**config.mk**
```make
export PLATFORM = sky130hd
export DESIGN_NAME = pipeline_arith_hs
export DESIGN_NICKNAME = d
export VERILOG_FILES = /design/src/rtl/pipeline_arith_hs_pkg.sv /design/src/rtl/pipeline_arith_hs_ctrl.sv /design/src/rtl/pipeline_arith_hs.sv
export SDC_FILE = /design/constraint.sdc
export NUM_CORES = 1
export LEC_CHECK = 0
export ABC_AREA = 1
export CAP_MARGIN = 10
export CORE_AREA = 2 2 146 148
export DETAILED_ROUTE_END_ITERATION = 8
export DIE_AREA = 0 0 148 150
export PLACE_DENSITY = 0.7
export SYNTH_ARGS = -nofsm -noshare
export SYNTH_HDL_FRONTEND = slang
export SYNTH_SLANG_ARGS = --single-unit
```
**constraint.sdc**
```tcl
create_clock -name clk -period 6.6 [get_ports clk]
set_input_delay 1.32 -clock clk [delete_from_list [all_inputs] [get_ports clk]]
set_output_delay 1.32 -clock clk [all_outputs]
set_load 0.1 [all_outputs]
```
**src/rtl/pipeline_arith_hs_pkg.sv**
```systemverilog
// Shared definitions for the arithmetic pipeline family: stage count, result
// mode constants and the internal width helpers.
package pipeline_arith_hs_pkg;

  localparam int STAGES = 3;

  // Result handling modes for the N-bit output
  localparam bit SAT_WRAP  = 1'b0;  // keep low N bits
  localparam bit SAT_CLAMP = 1'b1;  // clamp to [0, 2^N-1]

  // A+B, and C-D as a signed value: both fit in N+1 bits
  function automatic int w_x1(input int n);
    return n + 1;
  endfunction

  // A+B+C-D spans -(2^N-1) .. 3*(2^N-1); that range needs N+3 signed bits,
  // otherwise large A+B+C with a small nonzero D would wrap before the multiply
  function automatic int w_x3(input int n);
    return n + 3;
  endfunction

  // |(A+B+C-D)*D| stays below 2^(2N+2), so 2N+3 signed bits hold it exactly
  function automatic int w_p(input int n);
    return 2 * n + 3;
  endfunction

endpackage

```
**src/rtl/pipeline_arith_hs_ctrl.sv**
```systemverilog
// One pipeline stage's handshake control: valid flop, load strobe and the
// ready it offers upstream. The ready chain is purely combinational so a
// full pipeline still moves every cycle when the consumer is taking data.
module pipe_stage_ctrl (
  input  logic clk,
  input  logic rst,
  input  logic flush,
  input  logic up_valid,
  input  logic down_ready,
  output logic v,
  output logic load,
  output logic up_ready
);

  // Empty stage or one whose contents leave this cycle can take a new item;
  // flush blocks intake so nothing slips in while everything is discarded
  assign up_ready = !rst && !flush && (!v || down_ready);
  assign load     = up_valid && up_ready;

  // Valid bit: cleared by reset/flush, refilled (or drained) whenever the stage moves
  always_ff @(posedge clk) begin
    if (rst)           v <= 1'b0;
    else if (flush)    v <= 1'b0;
    else if (up_ready) v <= up_valid;
  end

endmodule

```
**src/rtl/pipeline_arith_hs.sv**
```systemverilog
// Three-stage F = ((A+B)+(C-D))*D pipeline with valid/ready at both ends,
// exact internal arithmetic and a clamped or wrapped N-bit result.
module pipeline_arith_hs
  import pipeline_arith_hs_pkg::*;
#(
  parameter int N   = 10,
  parameter bit SAT = SAT_CLAMP
) (
  input  logic         clk,
  input  logic         rst,
  input  logic         flush,
  input  logic         in_valid,
  output logic         in_ready,
  input  logic [N-1:0] A,
  input  logic [N-1:0] B,
  input  logic [N-1:0] C,
  input  logic [N-1:0] D,
  output logic         out_valid,
  input  logic         out_ready,
  output logic [N-1:0] F,
  output logic         ovf
);

  localparam int W_X1 = w_x1(N);
  localparam int W_X3 = w_x3(N);
  localparam int W_P  = w_p(N);

  // vld_pipe[0] is the producer's valid, vld_pipe[k] the valid of stage k
  logic [STAGES:0] vld_pipe;
  logic [STAGES:1] load;
  logic            rdy2, rdy3;

  assign vld_pipe[0] = in_valid;
  assign out_valid   = vld_pipe[STAGES];

  pipe_stage_ctrl u_ctrl1 (
    .clk, .rst, .flush,
    .up_valid(vld_pipe[0]), .down_ready(rdy2),
    .v(vld_pipe[1]), .load(load[1]), .up_ready(in_ready)
  );

  pipe_stage_ctrl u_ctrl2 (
    .clk, .rst, .flush,
    .up_valid(vld_pipe[1]), .down_ready(rdy3),
    .v(vld_pipe[2]), .load(load[2]), .up_ready(rdy2)
  );

  pipe_stage_ctrl u_ctrl3 (
    .clk, .rst, .flush,
    .up_valid(vld_pipe[2]), .down_ready(out_ready),
    .v(vld_pipe[3]), .load(load[3]), .up_ready(rdy3)
  );

  // Datapath registers
  logic        [W_X1-1:0] x1;
  logic signed [W_X1-1:0] x2;
  logic        [N-1:0]    d1, d2;
  logic signed [W_X3-1:0] x3;

  logic signed [W_X1-1:0] x2_nxt;
  logic signed [W_X3-1:0] x3_nxt;
  logic signed [W_P-1:0]  p;
  logic        [N-1:0]    f_nxt;
  logic                   ovf_nxt;

  assign x2_nxt = $signed({1'b0, C}) - $signed({1'b0, D});
  assign x3_nxt = $signed({2'b00, x1}) + $signed({{2{x2[W_X1-1]}}, x2});
  assign p      = $signed({{(W_P-W_X3){x3[W_X3-1]}}, x3})
                * $signed({{(W_P-N){1'b0}}, d2});

  // Anything negative or with bits set above N-1 is outside the N-bit range
  assign ovf_nxt = p[W_P-1] | (|p[W_P-2:N]);

  // Result shaping: wrap takes the low bits, clamp pins to the range ends
  always_comb begin
    f_nxt = p[N-1:0];
    if (SAT) begin
      if (p[W_P-1])          f_nxt = '0;
      else if (|p[W_P-2:N])  f_nxt = '1;
    end
  end

  // Each stage's data loads only on its handshake, so stalled stages hold
  always_ff @(posedge clk) begin
    if (rst) begin
      x1  <= '0;
      x2  <= '0;
      d1  <= '0;
      x3  <= '0;
      d2  <= '0;
      F   <= '0;
      ovf <= 1'b0;
    end else begin
      if (load[1]) begin
        x1 <= {1'b0, A} + {1'b0, B};
        x2 <= x2_nxt;
        d1 <= D;
      end
      if (load[2]) begin
        x3 <= x3_nxt;
        d2 <= d1;
      end
      if (load[3]) begin
        F   <= f_nxt;
        ovf <= ovf_nxt;
      end
    end
  end

endmodule

```
Word level (Yosys, flattened, before mapping):

Cells that the tools add are included.
W data, S select, Z words.

* output and inout bits: 13
* register bits: 69
* input bits: 45
* word-level logic and storage cells: 34

* $add $sub $neg: 3
* bitwise logic cells: 1
* mux-type cells: 2
* reductions and logical operators: 17
* multiply operators: 1

Operators with widths (number)
* $mul A13 B11 Y23: 1
* $mux W10: 2
* $add A12 B11 Y13: 1
* $reduce_or A12 Y1: 1
* $add A10 B10 Y11: 1
* $sub A10 B10 Y11: 1
* $logic_and A1 B1 Y1: 7
* $logic_not A1 Y1: 5
* $logic_or A1 B1 Y1: 3
* $reduce_or A2 Y1: 1
* $or A1 B1 Y1: 1

Longest topological paths before layout:

* depth in word-level cells: 8
* mapped depth: 30
* gate-level depth less buffers: 28

By module:

A second synthesis with hierarchy kept.

* cell total of the unflattened synthesis: 1312
* area total of the unflattened synthesis: 9399.0 um2

By module, submodules not included
* pipeline_arith_hs: instances 1, cells each 1276, seq. area each 1321.3 um2, area each 9203.8 um2
* pipe_stage_ctrl: instances 3, cells each 12, seq. area each 20.0 um2, area each 65.1 um2

Worst setup path after synthesis:

No wires, ideal clock.

* path type: register -> register
* from: reg x3[12]
* to: reg F[6]
* arrival time: 5047 ps
* setup slack: 1420 ps
* buffers on the path: 2
* clock period less this slack: 5180 ps
* setup time: 133 ps
* data required time: 6467 ps
* stages on the path, launching flop included: 25
* path through: dfxtp_1 > clkbuf_1 > nand2_1 > fa_1 > inv_1 > fa_1 > inv_1 > fa_1 > fa_1 > fa_1 > inv_1 > ha_1 > a21oi_1 > nand2_1 > a21oi_1 > nand3_1 > nand2_1 > nand2_1 > inv_1 > nand2_2 > nor2_2 > buf_6 > nand3_1 > nand2_1 > a21oi_2

* word-level cells in the longest chain between the ends: 4

Ends and longest elaborated chain
* start: declaration: RTL line pipeline_arith_hs.sv:58 `logic signed [W_X3-1:0] x3;`
* start signal: assignment: RTL line pipeline_arith_hs.sv:100 `x3 <= x3_nxt;`
* $mul A13 B11 Y23 *: RTL line pipeline_arith_hs.sv:69 `* $signed({{(W_P-N){1'b0}}, d2});`
* $reduce_or A12 Y1: RTL line pipeline_arith_hs.sv:79 `else if (|p[W_P-2:N]) f_nxt = '1;`
* $mux W10: RTL line pipeline_arith_hs.sv:79
* $mux W10 *: RTL line pipeline_arith_hs.sv:78 `if (p[W_P-1]) f_nxt = '0;`
* end signal: assignment: RTL line pipeline_arith_hs.sv:104 `F <= f_nxt;`
* end: declaration: RTL line pipeline_arith_hs.sv:20 `output logic [N-1:0] F,`

Mark *: on every way between the ends. The rest lies on a longest branch, timed or not.
A chain may end at the register's enable or synchronous reset.

Worst setup path after layout:

* from: reg d2[2]
* to: reg F[0]

* word-level cells in the longest chain between the ends: 4

Ends and longest elaborated chain
* start: declaration: RTL line pipeline_arith_hs.sv:57 `logic [N-1:0] d1, d2;`
* start signal: assignment: RTL line pipeline_arith_hs.sv:90 `d2 <= '0;`
* start signal: assignment: RTL line pipeline_arith_hs.sv:101 `d2 <= d1;`
* $mul A13 B11 Y23 *: RTL line pipeline_arith_hs.sv:69
* $reduce_or A12 Y1: RTL line pipeline_arith_hs.sv:79
* $mux W10: RTL line pipeline_arith_hs.sv:79
* $mux W10 *: RTL line pipeline_arith_hs.sv:78

Marks and branches as above.

==> summary.txt <==
Die
  – Core area: 20700 um2
  – Initial Utilization: ~44%
  – Die width: 148 um
  – Die Y: 150 um
  – Total I/O pin count: 58
  – Site Rows: 53
  – Die area: 22200 um2

Clock tree
  – Hold bufs inserted after CTS: 0
  – Clock Path Buffers: 2
  – TritonCTS buffer count: 9
  – Clock slew at reported path FFs: 0.06 ns
  – Clk root buf: clkbuf_16
  – CTS tree: done
  – Post-CTS sizing: 0
  – CTS sink count: 69
  – Clk_lat worst skew: between 0.3 and 0.4 ns
  – H-tree depth: 3
  – Post-CTS Setup Bufs: 0

Setup path
  – Reg2Reg Depth: 22
  – Worst path bufs/invs: 4
  – Max incr delay on CP: 0.71 ns
  – Worst Path Required: a little under 7 ns
  – Critical Path AT: 6.16 ns
  – Crit-path max FO: 14
  – CP Cell Sequence: nand2_1 > fa_1 > inv_1 > fa_1 > inv_1 > fa_1 > fa_1 > fa_1 > inv_1 > ha_1 > a21oi_1 > nand2_1 > a21oi_1 > nand3_1 > nand2_1 > nand2_1 > inv_1 > nand2_2 > nor2_2 > nand3_1 > nand2_1 > a21oi_1
  – FF-to-FF End: F[0]$_SDFFE_PP0P_
  – Critical path's top delay family: adder cells
  – Crit path kind: reg2reg
  – CP Launch Point: d2[2]$_SDFFE_PP0P_
  – R2R setup slack: 0.65 ns
  – Reg2reg start: d2[2]$_SDFFE_PP0P_
  – Critical Path Sink Type: register
  – CP Depth: 22
  – Slowest cell on crit path: fa_1
  – Critical Path Source Type: register

Final layout
  – Layout cells sized above 1: 3.71%
  – Multi-input logic area: roughly 6500 um2
  – Area grow syn2layout: 11.5%
  – FF+latch area: between 1000 and 1500 um2
  – Ant diodes: 0
  – Most common cell after layout, fill and taps aside: nand2_1
  – Fin area: 10200 um2
  – Fillers: 2080
  – Fin nets: 1539
  – Most frequent cells in the layout: 300 x nand2_1, 286 x inv_1, 121 x fa_1

Logic synthesis
  – Syn Area/Cell: approximately 7.3 um2
  – Number of flops mapped to enable cells by yosys: 0
  – Post-Syn Nets: around 1500
  – Dominant cell type by area after synthesis: fa_1
  – Yosys warns: 0
  – Netlist cell types: 37
  – Cell count after synthesis: 1259
  – Sequential share of the synthesized area: 15.0%
  – Synth Cell Area: 9190 um2
  – Async SR Flop Fraction: 0%
  – Flops & latches, synth: 69
  – Ranking of synthesized cells by area: fa_1 26%, dfxtp_1 15%, nand2_1 12%
  – Primary flip-flop cell chosen by synthesis mapping: dfxtp_1
  – Synth top area share: 26.4%

Job
  – Max-cap violations: 0

Power
  – Pwr/cell area: between 100 and 150 nW/um2
  – Max IR drop VDD: 152 uV
  – Leak: between 5 and 6 nW

STA
  – Worst Setup Slack, final: 0.647 ns
  – Worst Max-Slew Pin Slew: between 0.9 and 1 ns
  – RSZ-0062 raised after global routing: false
  – Setup violations, final: 0
  – Setup TNS: 0 ns
  – Final Cycle Share: 90.2%
  – Final Slew Violations: 0
  – Post-route minimum period: between 5 and 6 ns
  – Max-slew headroom: 34.4%
  – Max Freq: between 150 and 200 MHz
  – Fin. Hold Viols: 0
  – Setup Skew: 0.00637 ns

Route
  – Drt first pass iters: 5
  – Post-route ant nets: 0
  – Vias per inst: 4.97
  – WL per Instance: between 10 and 15 um
  – DR vias: between 7000 and 8000
  – DR iter-0 viols: 526
  – Final wirelength: 21200 um
  – DRC violations left: 0

Place
  – Post-Place Setup Slack: 0.712 ns
  – Placer Congestion: 0.884
  – DP Area: 9940 um2
  – Hpwl dp: roughly 17000 um
  – Buffers on Ports: 57

GRT
  – Vias in the first global route: about 7900
  – Largest net degree at the start of global routing: 59
  – Global Route Usage Sum: 20.4%
  – Initial antenna violation count: 0
  – Global-route wire length before repair: 36700 um
  – Grt ovf: 0

Min path
  – Hold EP: F[0]$_SDFFE_PP0P_
  – Worst Hold Class: reg2reg
  – Cell depth of the worst min-delay path: 2
  – Worst Hold Launch: F[0]$_SDFFE_PP0P_

Status
  – Status: finished, final reports clean
## worst max path at each step
stage / to / slack, ns
after global placement: F[6]$_SDFFE_PP0P_ / 0.95
after floorplan: F[6]$_SDFFE_PP0P_ / 1.42
after global routing: F[7]$_SDFFE_PP0P_ / 0.14
after CTS: F[0]$_SDFFE_PP0P_ / 0.66
final: F[0]$_SDFFE_PP0P_ / 0.65
after detailed placement: F[0]$_SDFFE_PP0P_ / 0.71
## per-stage QoR
step	cells	power [mW]	hold WS [ns]	utilization (%)
2_1_floorplan	1259	0.584	0.450	-
3_3_place_gp	1553	0.645	0.456	48.1
3_5_place_dp	1553	0.648	0.461	48.1
4_1_cts	1569	1.14	0.470	49.5
5_1_grt	1569	1.18	0.481	49.5
6_report	1569	1.13	0.465	49.5
## worst reg2reg max path, delay by kind of cell, from the launching register on
kind            cells  cell delay (ns)
compound gates      3             0.45
fa+ha+maj           6             3.19
buf+inv             4             0.32
flops               1             0.67
simple gates        9             1.21
## cell type report
| type | count | area share [%] |
|---|---|---|
| tap | 275 | 3.36 |
| inverter | 289 | 10.6 |
| clock buffer | 9 | 2.20 |
| timing repair buffer | 62 | 5.91 |
| multi-input combinational | 858 | 63.7 |
| sequential | 69 | 13.5 |
| clock inverter | 7 | 0.709 |
## state kept, by name (all words and copies together), names as in the netlist
name       cells
u_ctrl1.v      1
x1            11
x3            13
u_ctrl2.v      1
d2            10
x2            11
u_ctrl3.v      1
F             10
d1            10
ovf            1
## cell usage after synthesis (8+ instances only)
| cell type | count |
|---|---|
| nor2_2 | 8 |
| clkbuf_1 | 32 |
| o21ai_0 | 63 |
| xor2_1 | 15 |
| nand3_1 | 42 |
| a21oi_1 | 76 |
| ha_1 | 84 |
| xnor2_1 | 20 |
| dfxtp_1 | 69 |
| inv_1 | 286 |
| nand2_1 | 300 |
| fa_1 | 121 |
| nor2_1 | 76 |
## metal layers
layer	up-vias	track usage [%]	wire length, um
li1	3875	-	-
met1	3670	28.2	9600
met2	213	34.0	9890
met3	39	2.07	1200
met4	0	6.14	475
met5	-	0	0
## cell families after synthesis
kind of cell,after synthesis,synth area share (%)
AOI/OAI and AO/OA,163,9.62
DFF,69,15.0
adders and majority gates,205,37.8
xor gates and xnor gates,35,3.34
and+or+nand+nor,455,20.3
buffers and inverters,332,13.9
## power breakdown
| part | switching, mW | internal [mW] | total, mW | leakage [nW] |
|---|---|---|---|---|
| logic | 0.105 | 0.0835 | 0.188 | 4.41 |
| registers | 0.0217 | 0.431 | 0.453 | 0.561 |
| clock network | 0.191 | 0.294 | 0.485 | 0.142 |
| total | 0.318 | 0.808 | 1.13 | 5.11 |
(Power assumes the default switching activity.)
